## src/rtl/score_display_mux.sv

```systemverilog
// Multi-digit seven-segment score driver: a sequential double-dabble converts the
// binary score to BCD, and a refresh scanner multiplexes the digits onto one bus.
module score_display_mux #(
   parameter int DIGITS      = 4,
   parameter int VAL_W       = 14,
   parameter int REFRESH_DIV = 50000,
   parameter int BLANK_LZ    = 1
) (
   input  logic              pclk,
   input  logic              rst,
   input  logic [VAL_W-1:0]  value,
   input  logic              load,
   output logic [6:0]        seg,
   output logic [DIGITS-1:0] an,
   output logic              busy,
   output logic              overflow
);

   localparam int BCD_W  = 4 * DIGITS;
   localparam int IDX_W  = (DIGITS > 1) ? $clog2(DIGITS) : 1;
   localparam int CNT_W  = (REFRESH_DIV > 1) ? $clog2(REFRESH_DIV) : 1;
   localparam int STEP_W = $clog2(VAL_W + 1);

   localparam logic [CNT_W-1:0]  CNT_LAST  = CNT_W'(REFRESH_DIV - 1);
   localparam logic [IDX_W-1:0]  IDX_LAST  = IDX_W'(DIGITS - 1);
   localparam logic [STEP_W-1:0] STEP_LAST = STEP_W'(VAL_W - 1);

   localparam logic [6:0] SEG_ZERO  = 7'b1000000;
   localparam logic [6:0] SEG_BLANK = 7'b1111111;
   localparam logic [6:0] SEG_DASH  = 7'b0111111;

   typedef enum logic {IDLE, CONV} state_t;

   state_t             stateQ, stateD;
   logic [VAL_W-1:0]   shiftQ, shiftD;
   logic [BCD_W-1:0]   bcdQ, bcdD;
   logic               ovfScratchQ, ovfScratchD;
   logic [STEP_W-1:0]  stepQ, stepD;
   logic               pendingQ, pendingD;
   logic [VAL_W-1:0]   pendValQ, pendValD;
   logic [BCD_W-1:0]   dispQ, dispD;
   logic               ovfQ, ovfD;
   logic               busyQ, busyD;

   logic [CNT_W-1:0]   cntQ, cntD;
   logic [IDX_W-1:0]   idxQ, idxD;
   logic [6:0]         segQ, segD;
   logic [DIGITS-1:0]  anQ, anD;

   logic [BCD_W-1:0]   bcdAdj;
   logic [BCD_W-1:0]   bcdStep;
   logic               carryOut;
   logic               startConv;
   logic [VAL_W-1:0]   startVal;
   logic [BCD_W-1:0]   upperDigits;
   logic               blankDigit;

   function automatic logic [6:0] decodeDigit(input logic [3:0] nib);
      logic [6:0] s;
      case (nib)
         4'd0:    s = 7'b1000000;
         4'd1:    s = 7'b1111001;
         4'd2:    s = 7'b0100100;
         4'd3:    s = 7'b0110000;
         4'd4:    s = 7'b0011001;
         4'd5:    s = 7'b0010010;
         4'd6:    s = 7'b0000010;
         4'd7:    s = 7'b1111000;
         4'd8:    s = 7'b0000000;
         4'd9:    s = 7'b0010000;
         default: s = SEG_BLANK;
      endcase
      return s;
   endfunction

   // One double-dabble step: add-3 correction on every nibble, then shift in the value MSB.
   always_comb begin
      bcdAdj = bcdQ;
      for (int k = 0; k < DIGITS; k++) begin
         if (bcdQ[4*k +: 4] >= 4'd5) begin
            bcdAdj[4*k +: 4] = bcdQ[4*k +: 4] + 4'd3;
         end
      end
      bcdStep  = {bcdAdj[BCD_W-2:0], shiftQ[VAL_W-1]};
      carryOut = bcdAdj[BCD_W-1];
   end

   always_comb begin
      stateD      = stateQ;
      shiftD      = shiftQ;
      bcdD        = bcdQ;
      ovfScratchD = ovfScratchQ;
      stepD       = stepQ;
      pendingD    = pendingQ;
      pendValD    = pendValQ;
      dispD       = dispQ;
      ovfD        = ovfQ;
      busyD       = busyQ;
      startConv   = 1'b0;
      startVal    = value;

      case (stateQ)
         IDLE: begin
            if (load) begin
               startConv = 1'b1;
            end
         end
         CONV: begin
            shiftD      = {shiftQ[VAL_W-2:0], 1'b0};
            bcdD        = bcdStep;
            ovfScratchD = ovfScratchQ | carryOut;
            stepD       = stepQ + 1'b1;
            if (load) begin
               pendingD = 1'b1;
               pendValD = value;
            end
            // A load on the completion edge goes straight in, overriding any older pending value.
            if (stepQ == STEP_LAST) begin
               dispD    = bcdStep;
               ovfD     = ovfScratchQ | carryOut;
               pendingD = 1'b0;
               if (load || pendingQ) begin
                  startConv = 1'b1;
                  startVal  = load ? value : pendValQ;
               end else begin
                  stateD = IDLE;
                  busyD  = 1'b0;
               end
            end
         end
         default: begin
            stateD = IDLE;
         end
      endcase

      if (startConv) begin
         stateD      = CONV;
         shiftD      = startVal;
         bcdD        = '0;
         ovfScratchD = 1'b0;
         stepD       = '0;
         busyD       = 1'b1;
      end
   end

   always_ff @(posedge pclk or posedge rst) begin
      if (rst) begin
         stateQ      <= IDLE;
         shiftQ      <= '0;
         bcdQ        <= '0;
         ovfScratchQ <= 1'b0;
         stepQ       <= '0;
         pendingQ    <= 1'b0;
         pendValQ    <= '0;
         dispQ       <= '0;
         ovfQ        <= 1'b0;
         busyQ       <= 1'b0;
      end else begin
         stateQ      <= stateD;
         shiftQ      <= shiftD;
         bcdQ        <= bcdD;
         ovfScratchQ <= ovfScratchD;
         stepQ       <= stepD;
         pendingQ    <= pendingD;
         pendValQ    <= pendValD;
         dispQ       <= dispD;
         ovfQ        <= ovfD;
         busyQ       <= busyD;
      end
   end

   // Digits at or above the current one are all zero exactly when the shifted register is zero.
   always_comb begin
      cntD = cntQ + 1'b1;
      idxD = idxQ;
      if (cntQ == CNT_LAST) begin
         cntD = '0;
         idxD = (idxQ == IDX_LAST) ? '0 : idxQ + 1'b1;
      end

      upperDigits = dispQ >> {idxQ, 2'b00};
      blankDigit  = (BLANK_LZ != 0) && (idxQ != '0) && (upperDigits == '0);

      if (ovfQ) begin
         segD = SEG_DASH;
      end else if (blankDigit) begin
         segD = SEG_BLANK;
      end else begin
         segD = decodeDigit(upperDigits[3:0]);
      end
      anD = ~(DIGITS'(1) << idxQ);
   end

   always_ff @(posedge pclk or posedge rst) begin
      if (rst) begin
         cntQ <= '0;
         idxQ <= '0;
         segQ <= SEG_ZERO;
         anQ  <= ~(DIGITS'(1));
      end else begin
         cntQ <= cntD;
         idxQ <= idxD;
         segQ <= segD;
         anQ  <= anD;
      end
   end

   assign seg      = segQ;
   assign an       = anQ;
   assign busy     = busyQ;
   assign overflow = ovfQ;

endmodule

```

## config.mk

```make
export PLATFORM = sky130hd
export DESIGN_NAME = score_display_mux
export DESIGN_NICKNAME = d
export VERILOG_FILES = /design/src/rtl/score_display_mux.sv
export SDC_FILE = /design/constraint.sdc
export NUM_CORES = 1
export LEC_CHECK = 0
export ABC_AREA = 1
export BUFFER_PORTS_ARGS = -buffer_cell sky130_fd_sc_hd__buf_2
export CORE_ASPECT_RATIO = 1.5
export CORE_UTILIZATION = 35
export CTS_CLUSTER_SIZE = 20
export DETAILED_ROUTE_END_ITERATION = 10
export HOLD_SLACK_MARGIN = 0.1
export PLACE_DENSITY = 0.58
export SLEW_MARGIN = 20
export SYNTH_ARGS = -nofsm -noshare
export SYNTH_HDL_FRONTEND = slang
export SYNTH_SLANG_ARGS = --single-unit
```

## constraint.sdc

```tcl
create_clock -name pclk -period 2.5 [get_ports pclk]
set_input_delay 0.125 -clock pclk [delete_from_list [all_inputs] [get_ports pclk]]
set_output_delay 0.125 -clock pclk [all_outputs]
set_load 0.01 [all_outputs]
```

==> impl_results.md, run 1 <==
* Fill cells at 1,460
* Final worst path period share at ~90%
* Area Overhead vs Synth at 15.1%
* WP data required at 2770 ps
* # diodes at 0
* Sequential fraction of the synthesis area at 48.4%
* Htree depth at 3
* Fin nets at ~700
* Pint at 3.80 mW
* Reg-to-Reg End: seg[6]
* Core area at 0.0141 mm^2
* Fmax at 0.442 GHz
* Clk network pwr share at 25.2%
* Initial DRC count at 153
* Reg2reg setup slack at 240 ps
* RSZ-0062 raised after global routing: false
* CTS max path bufs at 2
* Critical path arrival at 2530 ps
* CTS sink count at 98
* Residual DRC count at 0
* Comb pwr share at 35.2%
* Setup crit end kind: flop
* Final min period at 2260 ps
* Initial antenna violation count at 0
* Routed WL per cell at 11.8 um
* Layout Skew at 5.35 ps
* Post-Route Setup TNS at 0 ps
* RePlAce Congestion at ~0.82
* Post-synth cell types at 40
* Switching power at between 2 and 2.5 mW
* Register area at approximately 0.0025 mm^2
* Post-synthesis sequential element count at 98
* Setup ws final at 239 ps
* Final Hold Vio Count at 0
* GRT Residual Overflow at 0
* Overall routing resource usage at 14.5%
* Detailed-route via count at about 4,000
* Commonest non-fill, non-tap cell in the layout: nand2_1
* Global-route wire length before repair at about 18,000 um
* Max cap viols at 0
* Asr flop ratio synth at 100%
* PD cells at roughly 1000 mW/mm^2
* Total die area at 0.0150 mm^2
* Antenna Nets Post-Route at 0
* Number of synthesis warnings at 0
* Critical Path Start Type: flop
* Die Y at 150 um
* Critical path endpoint: seg[6]
* Rel. slew slack at just under 60%
* Num rows at 53
* Layout Cells excl Fill at 848
* Synthesized cell area at 0.00508 mm^2
* Main synth FF type: dfrtp_1
* Clock transition at path regs at 60 ps
* Fin Hold WS at about 130 ps
* Area of the multi-input gates at 0.00219 mm^2
* Vias in the first global route at 4,023
* Mean post-synth cell area at 8.32 um^2
* Die W at 100 um
* Final Routed Wirelength at between 10,000 and 15,000 um
* Root Driver: clkbuf_16
* Total chip power at slightly below 6 mW
* IO buf count at 29
* IO Pins at 30
* Dpl cells at 819
* R2R cell count at 11
* Hold WC Path Type: in -> reg
* Crit-path max FO at 15
* Clock Latency Late Sink at approximately 340 ps
* CTS tree: yes
* Most frequent cells in the layout: 144 x nand2_1, 94 x dfrtp_1, 79 x inv_1
* Layout cells sized above 1 at roughly 11%
* Syn Nets at approximately 650
* Setup slack at placement at 281 ps
* Sw Ratio at 36.2%
* Synthesized instance count at 611
* Status: complete, no violations
* R2R Path Start: idxQ[0]
* Number of enable flip-flop cells after synthesis at 0
* Power share of the sequential group at between 30% and 40%
* Starting Density at 36.0%
* Max VDD drop at about 0.37 mV
* Util after Layout at 41.4%
* Total CTS buffers at 9
* Critical path class: reg -> reg
* DP Wirelength at 7240 um
* Leak pwr at 2.85 nW
* Slew @ Worst Pin at 605 ps
* Post-Layout Inst Area at approximately 0.0059 mm^2
* Placed inst area at 0.00539 mm^2
* Slew Viols, Final at 0
* Final setup viols at 0
* Drt first pass iters at 5
* Largest net degree at the start of global routing at 77
* Crit path from: idxQ[0]
* Avg Vias per Cell at 4.75
-- logic make-up (layout without fill, tap and decap cells) --
kind of cell	after synthesis	count (layout)	synth area share, %
AND/OR/NAND/NOR	259	259	22.3
AO/OA/AOI/OAI	118	118	13.1
buffers and inverters	100	145	8.52
flip-flops	98	98	48.4
adder cells (fa/ha/maj)	20	20	4.92
XOR/XNOR	16	16	2.76
-- layer usage --
metal / GRT usage (%) / part of all wire [%] / up-vias
met5: 0 / 0 / -
met4: 5.14 / 1.3 / 0
met3: 2.62 / 2.8 / 11
met2: 26.4 / 51 / 63
met1: 17.0 / 45 / 1906
li1: - / - / 2047
-- worst min-delay path by stage --
stage | startpoint | to | slack, ps | depth (start not counted)
3_3_place_gp | rst | cntQ[12] | 220 | 2
2_1_floorplan | value[3] | pendValQ[3] | 290 | 2
4_1_cts | value[8] | pendValQ[8] | 110 | 3
3_5_place_dp | rst | cntQ[12] | 210 | 2
6_report | value[7] | pendValQ[7] | 130 | 3
5_1_grt | value[7] | pendValQ[7] | 130 | 3
-- critical path, stage by stage, from the launching register on --
cell	delay (ps)
dfrtp_1	620
inv_1	300
nand2_1	120
nand2_1	70
nand2_1	60
nand2_1	90
inv_1	130
ha_1	190
nand2_1	60
nor3_1	160
nand2_1	180
a21oi_1	190
-- Yosys cell counts (2+ instances only) --
master,instances,area [um^2]
a21oi_1,21,105
a21oi_2,2,17.5
buf_2,5,25.0
buf_6,6,67.6
clkbuf_1,4,15.0
dfrtp_1,94,2350
dfstp_2,4,105
ha_1,20,250
inv_1,80,300
inv_2,3,11.3
nand2_1,144,541
nand3_1,31,155
nand3_4,2,35.0
nand4_1,8,50.1
nor2_1,52,195
nor2_2,3,18.8
nor3_1,8,40.0
nor4_1,2,12.5
o211ai_1,4,30.0
o21ai_0,56,280
o21ai_1,7,35.0
o22ai_1,21,131
or2_2,3,18.8
xnor2_1,2,17.5
xor2_1,14,123
-- what timing repair did --
| action | 4_1_cts | 5_1_grt |
|---|---|---|
| resized for setup | 0 | 0 |
| hold endpoints to repair | 34 | 0 |
| hold buffers | 13 | 0 |
| buffers inserted | 0 | 0 |
-- sequential cells by signal, indices dropped and copies added, names as in the netlist, 2 cells and up --
| register | cells |
|---|---|
| seg | 7 |
| pendValQ | 14 |
| cntQ | 16 |
| idxQ | 2 |
| bcdQ | 16 |
| dispQ | 16 |
| stepQ | 4 |
| an | 4 |
| shiftQ | 14 |
-- layout make-up --
| type | count | area share, % |
|---|---|---|
| tap | 192 | 4.11 |
| inverter | 84 | 5.50 |
| multi-input combinational | 413 | 37.4 |
| timing repair buffer | 45 | 5.30 |
| clock buffer | 12 | 4.38 |
| sequential | 98 | 42.0 |
| clock inverter | 4 | 1.26 |
-- power by group through the flow --
stage	clock (mW)	combinational [mW]	sequential (mW)
6_report	1.50	2.10	2.36
3_3_place_gp	0	2.01	2.38
3_5_place_dp	0	2.09	2.39
5_1_grt	1.62	2.44	2.42
2_1_floorplan	0	1.59	2.35
4_1_cts	1.55	2.12	2.36
Note: power is estimated with default switching activity, not from simulation.
==> inputs of run 2 (changes only) <==
==> constraint.sdc (replaced) <==
create_clock -name pclk -period 2.5 [get_ports pclk]
set_input_delay 0.25 -clock pclk [delete_from_list [all_inputs] [get_ports pclk]]
set_output_delay 0.25 -clock pclk [all_outputs]
set_load 0.01 [all_outputs]
==> run 2 against run 1 <==
Effect of this change:
- first-iteration DRC count up 7.2%
- critical path depth is the same
- critical path type unchanged
- power decreased by 0.18%
- non-clock buffer count down 12
==> impl_results.md, run 2 (same netlist as run 1, synthesis figures left out) <==
* Slowest CP cell: dfrtp_1
* IO Pins at 30 (unchanged)
* Crit-path max FO at 15 (unchanged)
* Placed inst area at 0.00539 mm^2 (unchanged)
* Routed length on met2 at 5100 um (-1.0%)
* Final worst path period share at 90.6% (+0.11 points)
* Root Driver: clkbuf_16
* Drt first pass iters at 4 (-1)
* Final setup viols at 0 (unchanged)
* Vias in the first global route at 3,933 (-2.2%)
* Post-Layout Inst Area at 0.00573 mm^2 (-2.1%)
* Slew @ Worst Pin at 606 ps (+0.576 ps)
* Top Family by Delay on Critical Path: simple AND/OR/NAND/NOR gates
* Starting Density at 36.0% (unchanged)
* Fill cells at 1,473 (+0.89%)
* Max VDD drop at 0.375 mV (+1.7%)
* Final Hold Vio Count at 0 (unchanged)
* PD cells at 1040 mW/mm^2 (+1.9%)
* Final Routed Wirelength at 9980 um (-0.66%)
* Most Frequent Cell on Critical Path: nand2_1
* Met3 Wirelength at 220 um (-22%)
* CTS tree: yes
* Clock Latency Late Sink at 340 ps (about the same)
* Total chip power at 5.95 mW (-0.18%)
* Largest regs: bcdQ x16, cntQ x16, dispQ x16
* Worst path max stage delay at 620 ps (about the same)
* Routed WL per cell at 11.9 um (+0.77%)
* RePlAce Congestion at 0.816 (unchanged)
* GRT Residual Overflow at 0 (unchanged)
* Critical Path, Cell by Cell: inv_1, nand2_1, nand2_1, nand2_1, nand2_1, inv_1, ha_1, nand2_1, nor3_1, nand2_1, a21oi_1
* Max cap viols at 0 (unchanged)
* Status: complete, no violations
* Num rows at 53 (unchanged)
* Max layer used: met4
* Core area at 0.0141 mm^2 (unchanged)
* RSZ-0062 raised after global routing: false
* Critical path arrival at 2540 ps (about the same)
* Antenna Nets Post-Route at 0 (unchanged)
* Residual DRC count at 0 (unchanged)
* Avg Vias per Cell at 4.76 (+0.23%)
* Total CTS buffers at 9 (unchanged)
* CTS sink count at 98 (unchanged)
* Critical path class: reg -> reg
* Layout cells sized above 1 at 11.3% (+0.21 points)
* CTS max path bufs at 2 (unchanged)
* Die Y at 150 um (unchanged)
* Layout Skew at 4.29 ps (-1.06 ps)
* # diodes at 0 (unchanged)
* Area Overhead vs Synth at 12.8%
* IO buf count at 29 (unchanged)
* Setup slack at placement at 281 ps (unchanged)
* Most frequent cells in the layout: 144 x nand2_1, 94 x dfrtp_1, 79 x inv_1
* Post CTS Setup Buffer Count at 0 (unchanged)
* Post-Route Setup TNS at 0 ps (unchanged)
* Clock transition at path regs at 70 ps (about the same)
* Hold WC Path Type: in -> reg
* Total die area at 0.0150 mm^2 (unchanged)
* Slew Viols, Final at 0 (unchanged)
* Critical path buffers and inverters at 2 (unchanged)
* Detailed-route via count at 3,979 (-1.2%)
* WP data required at 2770 ps (about the same)
* Die W at 100 um (unchanged)
* Largest net degree at the start of global routing at 77 (unchanged)
* Fin nets at 676 (-1.7%)
* Setup crit end kind: flop
* Commonest non-fill, non-tap cell in the layout: nand2_1
* Setup ws final at 236 ps (-2.76 ps)
* Rel. slew slack at 59.6% (about the same)
* Area of the multi-input gates at 0.00219 mm^2 (unchanged)
* Final min period at 2260 ps (+2.76 ps)
* Met1 wire length at 4480 um (about the same)
* DP Wirelength at 7240 um (unchanged)
* Fmax at 0.442 GHz (-0.12%)
* Overall routing resource usage at 14.4% (-0.15 points)
* Leak pwr at 2.80 nW (-1.8%)
* Htree depth at 3 (unchanged)
* Initial antenna violation count at 0 (unchanged)
* Critical Path Start Type: flop
* Global-route wire length before repair at 17,400 um (-1.2%)
* Register area at 0.00246 mm^2 (unchanged)
* Initial DRC count at 164 (+7.2%)
[run 2: changes by cell type in the layout (fill, tap and decap cells not counted)]
cell           before  now
dlygate4sd3_1      13    1
[run 2: report_power, final]
group | total [mW] | switching (mW) | internal [mW]
clock network | 1.51 | 0.575 | 0.931
logic | 2.08 | 1.30 | 0.784
registers | 2.36 | 0.284 | 2.07
total | 5.95 | 2.16 | 3.79
[run 2: what timing repair did]
action                    4_1_cts  5_1_grt
hold buffers                    1        0
hold endpoints to repair       22        0
gates resized for setup         0        0
[run 2: area by class of cell]
class                      instances  share of cell area (%)
inverter                          84                    5.61
clock inverter                     4                    1.29
tap                              192                    4.19
timing repair buffer              33                    3.32
clock buffer                      12                    4.48
sequential                        98                    42.9
multi-input combinational        413                    38.2
[run 2: metrics by stage]
stage	utilization (%)	hold WS [ps]	instances
after floorplan	-	416	611
after global placement	38.2	341	819
after detailed placement	38.2	335	819
after CTS	40.6	177	836
after global routing	40.6	215	836
final	40.6	182	836
[run 2: final timing paths]
| kind | start | to | slack [ps] | cells past startpoint |
|---|---|---|---|---|
| max | idxQ[0] | seg[6] | 240 | 11 |
| min | value[11] | pendValQ[11] | 180 | 3 |
| max reg2reg | idxQ[0] | seg[6] | 240 | 11 |
| min reg2reg | overflow | seg[6] | 410 | 1 |
| max in group asynchronous | rst | seg[6] | 1220 | 4 |
| min in group asynchronous | rst | cntQ[13] | 500 | 3 |
[run 2: tightest hold or removal path, delay by kind of cell]
family                 cells  cell delay, ps
buffers and inverters      2             150
AOI/OAI and AO/OA          1              80
[run 2: per-layer routing]
| layer | up-vias | track usage, % |
|---|---|---|
| li1 | 2029 | - |
| met1 | 1885 | 17.0 |
| met2 | 52 | 25.8 |
| met3 | 13 | 2.62 |
| met4 | 0 | 5.14 |
| met5 | - | 0 |
